File: src/rtl/esteira_sequenciador_if.sv
// Conveyor sequencer bundle: operator/CQ inputs toward the sequencer, station flags and counters back to the VGA top.
// Plain level signals with no handshake; the sequencer samples inputs on every rising clock edge.
interface esteira_sequenciador_if;
  logic       start;
  logic       stop;
  logic       cq_ok;
  logic       repor_rolhas;
  logic [2:0] estado_atual;
  logic       motor;
  logic       Motor_Parado_Pos_Enchimento;
  logic       Motor_Parado_Pos_CQ;
  logic       Motor_Parado_Pos_Lacre;
  logic       val_enchimento;
  logic [3:0] rolhas;
  logic [7:0] garrafas_ok;
  logic [7:0] garrafas_descartadas;

  modport master (
    output start, stop, cq_ok, repor_rolhas,
    input  estado_atual, motor, Motor_Parado_Pos_Enchimento, Motor_Parado_Pos_CQ,
    input  Motor_Parado_Pos_Lacre, val_enchimento, rolhas, garrafas_ok, garrafas_descartadas
  );

  modport slave (
    input  start, stop, cq_ok, repor_rolhas,
    output estado_atual, motor, Motor_Parado_Pos_Enchimento, Motor_Parado_Pos_CQ,
    output Motor_Parado_Pos_Lacre, val_enchimento, rolhas, garrafas_ok, garrafas_descartadas
  );
endinterface

File: src/rtl/esteira_sequenciador.sv
// Wine-bottle conveyor sequencer: fill -> cork -> CQ -> seal, one bottle at a time, timed in prescaled ticks.
// All outputs registered, updated on the same edge as state/phase; no backpressure, a stop request lets the bottle finish.
module esteira_sequenciador #(
  parameter int TICK_DIV    = 50_000_000,
  parameter int T_MOVE      = 2,
  parameter int T_FILL      = 3,
  parameter int T_VEDA      = 1,
  parameter int ROLHAS_INIT = 5
) (
  input  logic                   MAX10_CLK1_50,
  input  logic                   reset,
  esteira_sequenciador_if.slave  bus
);

  typedef enum logic [2:0] {
    PARADO        = 3'b000,
    AG_ENCHIMENTO = 3'b001,
    AG_VEDACAO    = 3'b010,
    FALTA_ROLHA   = 3'b011,
    AG_CQ         = 3'b100,
    AG_LACRE      = 3'b101
  } estado_t;

  typedef enum logic {
    MOVE = 1'b0,
    STOP = 1'b1
  } fase_t;

  localparam int              PW           = $clog2(TICK_DIV + 1);
  localparam int              TW           = 8;
  localparam logic [PW-1:0]   PRESC_MAX    = PW'(TICK_DIV - 1);
  localparam logic [3:0]      ROLHAS_CHEIO = 4'(ROLHAS_INIT);

  estado_t       estado;
  fase_t         fase;
  logic [PW-1:0] presc;
  logic [TW-1:0] ticks;
  logic          stop_req;
  logic          motor_q;
  logic          pos_ench_q;
  logic          pos_cq_q;
  logic          pos_lacre_q;
  logic          val_q;
  logic [3:0]    rolhas_q;
  logic [7:0]    ok_q;
  logic [7:0]    desc_q;

  logic tick;
  logic fim_move;
  logic fim_fill;
  logic fim_veda;
  logic fim_cq;

  assign tick     = (presc == PRESC_MAX);
  assign fim_move = tick && (ticks == TW'(T_MOVE - 1));
  assign fim_fill = tick && (ticks == TW'(T_FILL - 1));
  assign fim_veda = tick && (ticks == TW'(T_VEDA - 1));
  assign fim_cq   = tick && (ticks == '0);

  // Every transition below clears presc/ticks so the new phase starts a fresh count.
  always_ff @(posedge MAX10_CLK1_50 or posedge reset) begin
    if (reset) begin
      estado      <= PARADO;
      fase        <= MOVE;
      presc       <= '0;
      ticks       <= '0;
      stop_req    <= 1'b0;
      motor_q     <= 1'b0;
      pos_ench_q  <= 1'b0;
      pos_cq_q    <= 1'b0;
      pos_lacre_q <= 1'b0;
      val_q       <= 1'b0;
      rolhas_q    <= ROLHAS_CHEIO;
      ok_q        <= '0;
      desc_q      <= '0;
    end else begin
      presc <= tick ? '0 : presc + 1'b1;
      if (tick) begin
        ticks <= ticks + 1'b1;
      end
      if (bus.stop && (estado != PARADO)) begin
        stop_req <= 1'b1;
      end
      if (bus.repor_rolhas) begin
        rolhas_q <= ROLHAS_CHEIO;
      end

      case (estado)
        PARADO: begin
          stop_req <= 1'b0;
          if (bus.start && !bus.stop) begin
            estado  <= AG_ENCHIMENTO;
            fase    <= MOVE;
            motor_q <= 1'b1;
            presc   <= '0;
            ticks   <= '0;
          end
        end

        AG_ENCHIMENTO: begin
          if (fase == MOVE) begin
            if (fim_move) begin
              fase       <= STOP;
              motor_q    <= 1'b0;
              pos_ench_q <= 1'b1;
              val_q      <= 1'b1;
              presc      <= '0;
              ticks      <= '0;
            end
          end else if (fim_fill) begin
            estado     <= AG_VEDACAO;
            fase       <= STOP;
            pos_ench_q <= 1'b0;
            val_q      <= 1'b0;
            presc      <= '0;
            ticks      <= '0;
          end
        end

        AG_VEDACAO: begin
          // An empty magazine refilled in this very cycle is not a shortage.
          if ((rolhas_q == '0) && !bus.repor_rolhas) begin
            estado <= FALTA_ROLHA;
            presc  <= '0;
            ticks  <= '0;
          end else if (fim_veda) begin
            if (!bus.repor_rolhas) begin
              rolhas_q <= rolhas_q - 1'b1;
            end
            estado  <= AG_CQ;
            fase    <= MOVE;
            motor_q <= 1'b1;
            presc   <= '0;
            ticks   <= '0;
          end
        end

        FALTA_ROLHA: begin
          if (bus.repor_rolhas) begin
            estado <= AG_VEDACAO;
            fase   <= STOP;
            presc  <= '0;
            ticks  <= '0;
          end
        end

        AG_CQ: begin
          if (fase == MOVE) begin
            if (fim_move) begin
              fase     <= STOP;
              motor_q  <= 1'b0;
              pos_cq_q <= 1'b1;
              presc    <= '0;
              ticks    <= '0;
            end
          end else if (fim_cq) begin
            pos_cq_q <= 1'b0;
            presc    <= '0;
            ticks    <= '0;
            if (bus.cq_ok) begin
              estado  <= AG_LACRE;
              fase    <= MOVE;
              motor_q <= 1'b1;
            end else begin
              if (desc_q != 8'hFF) begin
                desc_q <= desc_q + 1'b1;
              end
              if (stop_req) begin
                estado   <= PARADO;
                fase     <= MOVE;
                stop_req <= 1'b0;
              end else begin
                estado  <= AG_ENCHIMENTO;
                fase    <= MOVE;
                motor_q <= 1'b1;
              end
            end
          end
        end

        AG_LACRE: begin
          if (fase == MOVE) begin
            if (fim_move) begin
              fase        <= STOP;
              motor_q     <= 1'b0;
              pos_lacre_q <= 1'b1;
              presc       <= '0;
              ticks       <= '0;
            end
          end else if (fim_veda) begin
            pos_lacre_q <= 1'b0;
            presc       <= '0;
            ticks       <= '0;
            if (ok_q != 8'hFF) begin
              ok_q <= ok_q + 1'b1;
            end
            if (stop_req) begin
              estado   <= PARADO;
              fase     <= MOVE;
              stop_req <= 1'b0;
            end else begin
              estado  <= AG_ENCHIMENTO;
              fase    <= MOVE;
              motor_q <= 1'b1;
            end
          end
        end

        default: begin
          estado      <= PARADO;
          fase        <= MOVE;
          motor_q     <= 1'b0;
          pos_ench_q  <= 1'b0;
          pos_cq_q    <= 1'b0;
          pos_lacre_q <= 1'b0;
          val_q       <= 1'b0;
          presc       <= '0;
          ticks       <= '0;
        end
      endcase
    end
  end

  assign bus.estado_atual                = estado;
  assign bus.motor                       = motor_q;
  assign bus.Motor_Parado_Pos_Enchimento = pos_ench_q;
  assign bus.Motor_Parado_Pos_CQ         = pos_cq_q;
  assign bus.Motor_Parado_Pos_Lacre      = pos_lacre_q;
  assign bus.val_enchimento              = val_q;
  assign bus.rolhas                      = rolhas_q;
  assign bus.garrafas_ok                 = ok_q;
  assign bus.garrafas_descartadas        = desc_q;

endmodule

File: src/flat_wrapper.sv
// flat-port wrapper written by rule: the top's interface ports become plain ports
module esteira_sequenciador_flat 
#(
  parameter int TICK_DIV    = 50_000_000,
  parameter int T_MOVE      = 2,
  parameter int T_FILL      = 3,
  parameter int T_VEDA      = 1,
  parameter int ROLHAS_INIT = 5
)
  (MAX10_CLK1_50, reset, bus_start, bus_stop, bus_cq_ok, bus_repor_rolhas, bus_estado_atual, bus_motor, bus_Motor_Parado_Pos_Enchimento, bus_Motor_Parado_Pos_CQ, bus_Motor_Parado_Pos_Lacre, bus_val_enchimento, bus_rolhas, bus_garrafas_ok, bus_garrafas_descartadas);
  esteira_sequenciador_if bus_i ();
  input  logic MAX10_CLK1_50;
  input  logic reset;
  input wire logic [$bits(bus_i.start)-1:0] bus_start;
  input wire logic [$bits(bus_i.stop)-1:0] bus_stop;
  input wire logic [$bits(bus_i.cq_ok)-1:0] bus_cq_ok;
  input wire logic [$bits(bus_i.repor_rolhas)-1:0] bus_repor_rolhas;
  output wire logic [$bits(bus_i.estado_atual)-1:0] bus_estado_atual;
  output wire logic [$bits(bus_i.motor)-1:0] bus_motor;
  output wire logic [$bits(bus_i.Motor_Parado_Pos_Enchimento)-1:0] bus_Motor_Parado_Pos_Enchimento;
  output wire logic [$bits(bus_i.Motor_Parado_Pos_CQ)-1:0] bus_Motor_Parado_Pos_CQ;
  output wire logic [$bits(bus_i.Motor_Parado_Pos_Lacre)-1:0] bus_Motor_Parado_Pos_Lacre;
  output wire logic [$bits(bus_i.val_enchimento)-1:0] bus_val_enchimento;
  output wire logic [$bits(bus_i.rolhas)-1:0] bus_rolhas;
  output wire logic [$bits(bus_i.garrafas_ok)-1:0] bus_garrafas_ok;
  output wire logic [$bits(bus_i.garrafas_descartadas)-1:0] bus_garrafas_descartadas;
  assign bus_i.start = bus_start;
  assign bus_i.stop = bus_stop;
  assign bus_i.cq_ok = bus_cq_ok;
  assign bus_i.repor_rolhas = bus_repor_rolhas;
  assign bus_estado_atual = bus_i.estado_atual;
  assign bus_motor = bus_i.motor;
  assign bus_Motor_Parado_Pos_Enchimento = bus_i.Motor_Parado_Pos_Enchimento;
  assign bus_Motor_Parado_Pos_CQ = bus_i.Motor_Parado_Pos_CQ;
  assign bus_Motor_Parado_Pos_Lacre = bus_i.Motor_Parado_Pos_Lacre;
  assign bus_val_enchimento = bus_i.val_enchimento;
  assign bus_rolhas = bus_i.rolhas;
  assign bus_garrafas_ok = bus_i.garrafas_ok;
  assign bus_garrafas_descartadas = bus_i.garrafas_descartadas;
  esteira_sequenciador #(.TICK_DIV(TICK_DIV), .T_MOVE(T_MOVE), .T_FILL(T_FILL), .T_VEDA(T_VEDA), .ROLHAS_INIT(ROLHAS_INIT)) u_core (.MAX10_CLK1_50(MAX10_CLK1_50), .reset(reset), .bus(bus_i));
endmodule
File: config.mk
export PLATFORM = sky130hd
export DESIGN_NAME = esteira_sequenciador_flat
export DESIGN_NICKNAME = d
export VERILOG_FILES = /design/src/rtl/esteira_sequenciador_if.sv /design/src/rtl/esteira_sequenciador.sv /design/src/flat_wrapper.sv
export SDC_FILE = /design/constraint.sdc
export NUM_CORES = 1
export LEC_CHECK = 0
export CORE_MARGIN = 4
export CORE_UTILIZATION = 58
export DETAILED_ROUTE_END_ITERATION = 10
export MAX_ROUTING_LAYER = met4
export PLACE_DENSITY = 0.92
export SLEW_MARGIN = 20
export SYNTH_ARGS = -nofsm -noshare
export SYNTH_HDL_FRONTEND = slang
export SYNTH_SLANG_ARGS = --single-unit
File: constraint.sdc
create_clock -name MAX10_CLK1_50 -period 3.1 [get_ports MAX10_CLK1_50]
set_input_delay 0.775 -clock MAX10_CLK1_50 [delete_from_list [all_inputs] [get_ports MAX10_CLK1_50]]
set_output_delay 0.775 -clock MAX10_CLK1_50 [all_outputs]
set_load 0.005 [all_outputs]
# Yosys cells after proc, flatten, opt, wreduce, memory -nomap -nowiden
# Cells that the tools add are included.
# op_classes
n_addsub,5
bitwise_logic,5
n_mux,74
reduce_logical,24
n_eq_ne,28
# ops
cell,count
two-way mux 26 bit,9
case mux 26 bit (5 select lines),1
two-way mux 8 bit,9
case mux 8 bit (5 select lines),1
two-way mux 3 bit,11
two-way mux 1 bit,31
"adder 26 x 1 -> 26 bit, second input constant",1
"== test 26 bit, second input constant",1
"adder 8 x 1 -> 8 bit, second input constant",3
two-way mux 4 bit,5
case mux 3 bit (6 select lines),1
"inequality test 2 x 1 -> 1 bit, second input constant",8
"inequality test 8 bit, second input constant",2
OR reduction 5 bit,3
"inequality test 3 x 1 -> 1 bit, second input constant",4
"inequality test 3 bit, second input constant",3
AND reduction 3 bit,3
AND reduction 9 bit,1
"== test 8 x 1 -> 1 bit, second input constant",1
"== test 8 x 2 -> 1 bit, second input constant",1
logical NOT 8 bit,1
AND reduction 4 bit,2
AND reduction 7 bit,1
"== test 3 x 2 -> 1 bit, second input constant",2
16 further kinds,31
# totals
elab_cells,148
ff_bits,63
output_inout_bits,28
inputBits,6

# Depth between registers and ports, before layout
# Gate-level depths: netlist of run 1.
# logic_depth
word_depth,8
ltp_mapped,9
mapped_depth_nobuf,7

# Worst setup path before layout of run 1
# No wires, ideal clock.
# synth_timing
path_type,in2reg
startpoint,input bus_repor_rolhas
endpoint,register u_core.presc[17]
setup_time_ps,132
arrival_ps,2447
required_ps,2968
path_slack_ps,522
path_stages,7
n_path_buf,2
cell_sequence,or4b_2 clkbuf_1 nand3_1 a21oi_1 o21ai_1 clkbuf_1 nor2_1
# synth_between
elab_chain_len,4
elab_cells_between_ends,5
cone_classes,mux: 3; reduce/logical: 2
# synth_lines
item,line_no,source
"start, declared",flat_wrapper.sv:17,input wire logic [$bits(bus_i.repor_rolhas)-1:0] bus_repor_rolhas;
logical NOT 1 bit,esteira_sequenciador.sv:122,if ((rolhas_q == '0) && !bus.repor_rolhas) begin
logical AND 1 bit,esteira_sequenciador.sv:122,
two-way mux 26 bit,esteira_sequenciador.sv:122,
case mux 26 bit (5 select lines) (*),esteira_sequenciador.sv:88,case (estado)
"end signal, assigned",esteira_sequenciador.sv:77,presc <= tick ? '0 : presc + 1'b1;
"end, declared",esteira_sequenciador.sv:36,logic [PW-1:0] presc;
# Mark *: on every way between the ends. The rest lies on a longest branch, timed or not.
# A chain may end at the register's enable or synchronous reset.

# Final worst setup path of run 1
# layout_timing
startpoint,register u_core.presc[18]
endpoint,register u_core.pos_cq_q (netlist: u_core.bus.Motor_Parado_Pos_CQ)
# layout_between
elab_chain_len,4
elab_cells_between_ends,6
cone_classes,eq/ne: 3; reduce/logical: 3
# layout_lines
item,line_no,source
== test 26 bit (*),esteira_sequenciador.sv:54,assign tick = (presc == PRESC_MAX);
"logical AND 1 bit, on equally long branches","esteira_sequenciador.sv:55, esteira_sequenciador.sv:58",
inequality test 3 x 1 -> 1 bit (no source line) / inequality test 3 bit (equally long branches),--,
AND reduction 3 bit (no source line) (*),--,
"end signal, assigned",esteira_sequenciador.sv:70,pos_cq_q <= 1'b0;
"end signal, assigned",esteira_sequenciador.sv:152,pos_cq_q <= 1'b1;
"end signal, assigned",esteira_sequenciador.sv:157,pos_cq_q <= 1'b0;
"end, declared",esteira_sequenciador.sv:41,logic pos_cq_q;
# Marked as above.

==> summary.md, run 1 <==
| Metric | Value |
|---|---|
| Status | `finished clean` |
| Peak VDD IR | `approximately 0.29 mV` |
| Share of the synthesized area in the top cell type | `41.1%` |
| Routed WL per cell | `18.1 um` |
| Worst EP arrival | `2.82 ns` |
| Initial core utilization | `61.3%` |
| Worst-path clk slew | `around 0.070 ns` |
| Setup TNS | `0 ns` |
| Post-synth EDFFs | `0` |
| Primary FF master, synth | `dfrtp_1` |
| Power share of the sequential group | `51.1%` |
| DR pass1 iterations | `5` |
| Clock skew | `0.0102 ns` |
| Class of the worst hold path | `flip-flop to flip-flop` |
| Layout Nets | `459` |
| Flops & latches, synth | `between 60 and 70` |
| First-pass GRT wire length | `16300 um` |
| Share of cells above drive strength 1 | `10.7%` |
| Syn_nets | `413` |
| Post-synthesis sequential area ratio | `42.5%` |
| Leakage | `1.89 nW` |
| DR vias/cell | `around 6.5` |
| Antenna Nets Post-Route | `0` |
| Largest net degree at the start of global routing | `45` |
| P&R area growth vs syn | `18.7%` |
| Placed cells | `508` |
| Post-CTS Setup Inserts | `0` |
| Number of remaining DRC errors | `0` |
| Final max-slew violation count | `0` |
| Total Routing Usage GR | `approximately 28%` |
| Max Cap Viol | `0` |
| Data required, critical path | `3.33 ns` |
| Net Sw Power | `0.000362 W` |
| Non-Filler Instances | `around 520` |
| Worst slew pin tran | `roughly 0.6 ns` |
| Initial antenna violation count | `0` |
| Routability cong. | `1.06` |
| Worst rel slew slack | `60.2%` |
| H-tree levels | `3` |
| Worst-path fanout max | `7` |
| Mean Syn Cell Area | `9.33 sq um` |
| DRT iter0 DRCs | `451` |
| Synth async-reset ratio | `between 90% and 100%` |
| Cells after Synth | `398` |
| Die Wd | `88.0 um` |
| Full die area | `approximately 7700 sq um` |
| IO Pins | `34` |
| GRT overflow | `0` |
| Post-Syn Area | `3710 sq um` |
| Synth unique cells | `60` |
| Port Buffers | `33` |
| CTS root buf | `clkbuf_8` |
| Tot Pwr | `about 0.0016 W` |
| Setup Viol. Count Final | `0` |
| CP startpoint kind | `flip-flop` |
| ANT cells | `0` |
| Row cnt | `28` |
| Post-DP HPWL | `between 6000 and 7000 um` |
| RSZ-0062 raised after global routing | `false` |
| Logic gate share of total power | `3.1%` |
| Post-Route WL | `9460 um` |
| Final hold violation count | `0` |
| Core Area | `about 6000 sq um` |
| CTS Hold Bufs | `0` |
| Pwr dens | `366 nW/um^2` |
| Crit. End Element | `flip-flop` |
| Synth area leaders | `dfrtp_1 (41%), xnor2_1 (8.3%), nor2_1 (4.3%), nand3_1 (3.2%), ha_1 (3.0%)` |
| Die H | `88.0 um` |
| CTS tree | `built` |
| WHS Path Cells | `1` |
| PnR worst setup slack | `between 0.5 and 0.6 ns` |
| Pre-CTS WS | `~0.23 ns` |
| Kind of critical path | `flip-flop to flip-flop` |
| Num CTS Buffers | `9` |
| Commonest non-fill, non-tap cell in the layout | `dfrtp_1` |
| Skew-Pair Late Insertion Delay | `0.34 ns` |
| Synth Warn # | `0` |
| Clk sinks | `63` |
| Final Critical Period | `2.59 ns` |
| R2R cell count | `5` |
| Vias in the first global route | `3366` |
| Peak Freq | `386 MHz` |
| Pint | `0.00125 W` |
| Commonest cells after routing, fill and taps aside | `dfrtp_1 (61), nor2_1 (43), xnor2_1 (35)` |
| CTS resizes | `0` |
| Period utilization | `83.6%` |
| Sw Share | `22.4%` |
| Via count | `3380` |
| Clock share of power | `45.8%` |
| Longest Clk Path Bufs | `2` |
| Top cell type by total area after synthesis | `dfrtp_1` |
## layer usage
metal | routed length, um | GRT usage, % | up-vias
met5 | 0 | - | -
met4 | 323 | 11.4 | 0
met3 | 718 | 4.80 | 41
met2 | 4370 | 41.6 | 177
met1 | 4040 | 37.5 | 1634
li1 | - | - | 1528
## power groups by stage
stage | clock (W) | combinational, W | sequential, W
finish | 0.000738 | 0.0000498 | 0.000825
global route | 0.000786 | 0.0000554 | 0.000824
CTS | 0.000741 | 0.0000504 | 0.000825
detailed placement | 0 | 0.0000501 | 0.000840
global placement | 0 | 0.0000490 | 0.000840
floorplan | 0 | 0.0000254 | 0.000841
## worst paths after layout
path | start | end | slack (ns)
min reg2reg | u_core.bus.garrafas_ok[7] | u_core.bus.garrafas_ok[7] | 0.50
max in group asynchronous | reset | u_core.presc[20] | 1.53
max reg2reg | u_core.presc[18] | u_core.bus.Motor_Parado_Pos_CQ | 0.51
min in group asynchronous | reset | u_core.bus.garrafas_ok[0] | 0.89
min | u_core.bus.garrafas_ok[7] | u_core.bus.garrafas_ok[7] | 0.50
max | u_core.presc[18] | u_core.bus.Motor_Parado_Pos_CQ | 0.51
## cells in the mapped netlist, types with 3 or more instances
| master | n |
|---|---|
| clkbuf_1 | 9 |
| nand2_1 | 27 |
| nor3_1 | 15 |
| nor4_1 | 9 |
| o211ai_1 | 3 |
| and2_1 | 5 |
| a311o_1 | 3 |
| and3_1 | 7 |
| nand4_1 | 14 |
| nor4b_1 | 4 |
| nor3b_1 | 4 |
| nor2_1 | 43 |
| dfrtp_1 | 61 |
| xor2_1 | 10 |
| a21oi_1 | 13 |
| xnor2_1 | 35 |
| mux2i_1 | 4 |
| nand3_1 | 24 |
| inv_1 | 20 |
| nor2b_1 | 3 |
| o21ai_0 | 12 |
| ha_1 | 9 |
| a211oi_1 | 4 |
| o22ai_1 | 3 |
| and4_1 | 8 |
| or4_1 | 3 |
## sequential cells by signal, summed over array words and instances, names as in the netlist
signal	count
u_core.bus.Motor_Parado_Pos_CQ	1
u_core.bus.Motor_Parado_Pos_Lacre	1
u_core.bus.estado_atual	3
u_core.bus.garrafas_descartadas	8
u_core.bus.garrafas_ok	8
u_core.bus.motor	1
u_core.bus.rolhas	4
u_core.bus.val_enchimento	1
u_core.fase	1
u_core.presc	26
u_core.stop_req	1
u_core.ticks	8
## per-stage QoR
step	instance area, sq um	util, %	hold WS [ns]
3_5_place_dp	4210	69.4	0.494
2_1_floorplan	3710	-	0.469
4_1_cts	4410	72.7	0.508
3_3_place_gp	4210	69.4	0.482
5_1_grt	4410	72.7	0.525
6_report	4410	72.7	0.501
## worst max-delay path: stages, from the launching register on
cell	delay, ns
dfrtp_1	0.46
or4b_1	0.60
or4_4	0.62
nor3_4	0.38
o211ai_1	0.15
a32o_2	0.28
## kinds of logic (layout without fill, tap and decap cells)
family	after synthesis	count (layout)	share of synthesized area, %
compound gates	57	57	10.6
xor+xnor	45	45	10.6
fa+ha+maj	9	9	3.03
buf+inv	33	83	3.47
flops	63	63	42.5
mux	6	6	1.69
simple gates	185	185	28.0
## final cells by class
cell class,count,area (sq um)
clock buffer,12,155
clock inverter,3,42.5
fill,432,1660
inverter,20,75.1
multi-input combinational,302,2000
sequential,63,1580
tap,75,93.8
timing repair buffer,48,455
Power figures use the tool's default switching activity.
==> run 2: changes to the inputs <==
==> constraint.sdc (replaced) <==
create_clock -name MAX10_CLK1_50 -period 2.7 [get_ports MAX10_CLK1_50]
set_input_delay 0.675 -clock MAX10_CLK1_50 [delete_from_list [all_inputs] [get_ports MAX10_CLK1_50]]
set_output_delay 0.675 -clock MAX10_CLK1_50 [all_outputs]
set_load 0.005 [all_outputs]
==> run 2 against run 1 <==
Against the previous run: sequential power up 15%; total power increased by 15%; core utilization rose by 1.2 points; setup slack worse by 0.36 ns; die area stayed put; register-to-register slack worse by 0.36 ns; clock power up 16%; critical path type unchanged.
==> summary.md, run 2 (synthesis results as in run 1) <==
| Metric | Value |
|---|---|
| Tot Pwr | `0.00186 W` |
| Share of cells above drive strength 1 | `12.5%` |
| Power share of the sequential group | `between 50 and 60%` |
| Worst-path fanout max | `5` |
| Class of the worst hold path | `flip-flop to flip-flop` |
| Final Critical Period | `2.56 ns` |
| DRT iter0 DRCs | `297` |
| IO Pins | `34` |
| Placement Cell Area | `about 4300 sq um` |
| Worst hold slack | `around 0.51 ns` |
| Logic gate share of total power | `3.1%` |
| Via count | `3380` |
| Die Wd | `about 88 um` |
| Net Sw Power | `0.000416 W` |
| Core Area | `around 6100 sq um` |
| Commonest cells after routing, fill and taps aside | `dfrtp_1 (61), nor2_1 (43), xnor2_1 (35)` |
| GRT overflow | `0` |
| Fin area | `4480 sq um` |
| Worst R2R End | `u_core.bus.Motor_Parado_Pos_CQ` |
| Num CTS Buffers | `9` |
| Pre-CTS WS | `-0.0951 ns` |
| Final hold violation count | `0` |
| Start of the worst register-to-register path | `u_core.presc[16]` |
| R2R cell count | `5` |
| Data required, critical path | `2.94 ns` |
| Sw Share | `22.4%` |
| Largest net degree at the start of global routing | `between 60 and 70` |
| Max Cap Viol | `0` |
| Worst-path clk slew | `0.07 ns` |
| Crit. End Element | `flip-flop` |
| Commonest non-fill, non-tap cell in the layout | `dfrtp_1` |
| Non-Filler Instances | `531` |
| Kind of critical path | `flip-flop to flip-flop` |
| Top reg by flops | `u_core.presc` |
| Max reg flops | `26` |
| Worst slew pin tran | `0.625 ns` |
| Clk sinks | `63` |
| CTS Hold Bufs | `0` |
| WHS Path Cells | `1` |
| Layout Nets | `between 400 and 500` |
| Initial core utilization | `61.3%` |
| CTS tree | `built` |
| PnR worst setup slack | `0.145 ns` |
| Pwr dens | `415 nW/um^2` |
| Period utilization | `94.6%` |
| Clock skew | `between 0.01 and 0.015 ns` |
| First-pass GRT wire length | `16300 um` |
| Placed cells | `515` |
| Full die area | `7740 sq um` |
| Initial antenna violation count | `0` |
| CP startpoint kind | `flip-flop` |
| CTS resizes | `0` |
| Vias in the first global route | `3340` |
| CP most frequent cell | `or4_4` |
| Longest Clk Path Bufs | `2` |
| Setup Viol. Count Final | `0` |
| Worst Setup SP | `u_core.presc[16]` |
| Stages on worst setup path | `5` |
| Worst EP arrival | `2.80 ns` |
| Clock share of power | `45.9%` |
| Post-CTS Setup Inserts | `0` |
| Skew-Pair Late Insertion Delay | `0.35 ns` |
| H-tree levels | `3` |
| Post-Route WL | `about 9500 um` |
| Routability cong. | `1.06` |
| Antenna Nets Post-Route | `0` |
| DR pass1 iterations | `5` |
| Port Buffers | `33` |
| Leakage | `1.94 nW` |
| Post-DP HPWL | `6660 um` |
| Worst Path Buf+Inv | `0` |
| Worst rel slew slack | `57.9%` |
| Row cnt | `28` |
| Status | `finished clean` |
| Cell at the slowest stage of the critical path | `or4_4` |
| Peak Freq | `391 MHz` |
| Peak VDD IR | `0.339 mV` |
| Number of remaining DRC errors | `0` |
| CTS root buf | `clkbuf_8` |
| Pint | `around 0.0014 W` |
| Total Routing Usage GR | `28.0%` |
| RSZ-0062 raised after global routing | `false` |
| Max incr delay on CP | `~0.6 ns` |
| Top delay family on crit path | `simple AND/OR/NAND/NOR gates` |
| ANT cells | `0` |
| # fillers | `439` |
| DR vias/cell | `6.37` |
| Reg2reg setup slack | `0.14 ns` |
| Worst-path cell chain | `or4b_1 -> or4_4 -> or4_4 -> mux2i_1 -> a32o_2` |
| Critical path endpoint | `u_core.bus.Motor_Parado_Pos_CQ` |
| Final max-slew violation count | `0` |
| Routed WL per cell | `17.9 um` |
| P&R area growth vs syn | `20.7%` |
| Die H | `88.0 um` |
## run 2: cell types whose count changed in the layout (fill, tap and decap cells not counted), sizes merged
cell,change
clkinv,+2
clkbuf,-1
buf,+7
## run 2: worst min-delay path by stage
| stage | start | end | slack, ns |
|---|---|---|---|
| 4_1_cts | u_core.bus.garrafas_descartadas[5] | u_core.bus.garrafas_descartadas[5] | 0.51 |
| 5_1_grt | u_core.bus.garrafas_descartadas[5] | u_core.bus.garrafas_descartadas[5] | 0.54 |
| 6_report | u_core.bus.garrafas_descartadas[5] | u_core.bus.garrafas_descartadas[5] | 0.51 |
| 3_5_place_dp | u_core.bus.garrafas_descartadas[5] | u_core.bus.garrafas_descartadas[5] | 0.50 |
| 3_3_place_gp | u_core.bus.garrafas_descartadas[5] | u_core.bus.garrafas_descartadas[5] | 0.48 |
| 2_1_floorplan | u_core.presc[0] | u_core.presc[0] | 0.47 |
## run 2: final cells by class
cell class              count  area [sq um]  area share (%)
repair buffers             55           520            11.6
flip-flops and latches     63          1580            35.2
inverters                  20          75.1            1.68
multi-input cells         302          2000            44.7
well taps                  75          93.8            2.09
clock inverters             5          56.3            1.26
clock buffers              11           151            3.38
## run 2: power by group through the flow
stage               Clock, W  Sequential (W)  Combinational, W
global placement           0        0.000965         0.0000575
finish              0.000853        0.000947         0.0000580
CTS                 0.000864        0.000946         0.0000588
floorplan                  0        0.000965         0.0000291
global route        0.000905        0.000946         0.0000645
detailed placement         0        0.000964         0.0000583
## run 2: metrics by stage
stage,utilization (%),setup TNS [ns]
2_1_floorplan,-,0
3_3_place_gp,70.5,-0.403
3_5_place_dp,70.5,-1.81
4_1_cts,73.9,0
5_1_grt,73.9,0
6_report,73.9,0
## run 2: per-layer routing
metal | track usage [%] | share of wire (%) | vias to the layer above
met5 | - | 0 | -
met4 | 13.2 | 3.1 | 0
met3 | 3.86 | 6.7 | 32
met2 | 43.2 | 47 | 160
met1 | 36.5 | 43 | 1641
li1 | - | - | 1547
==> run 3: changes to the inputs <==
--- a/config.mk
+++ b/config.mk
@@ -7,6 +7,7 @@
 export LEC_CHECK = 0
 export CORE_MARGIN = 4
 export CORE_UTILIZATION = 58
+export CTS_CLUSTER_SIZE = 16
 export DETAILED_ROUTE_END_ITERATION = 10
 export MAX_ROUTING_LAYER = met4
 export PLACE_DENSITY = 0.92
==> results of run 3 <==
Final layout, timing and power as in run 2 (identical DEF).
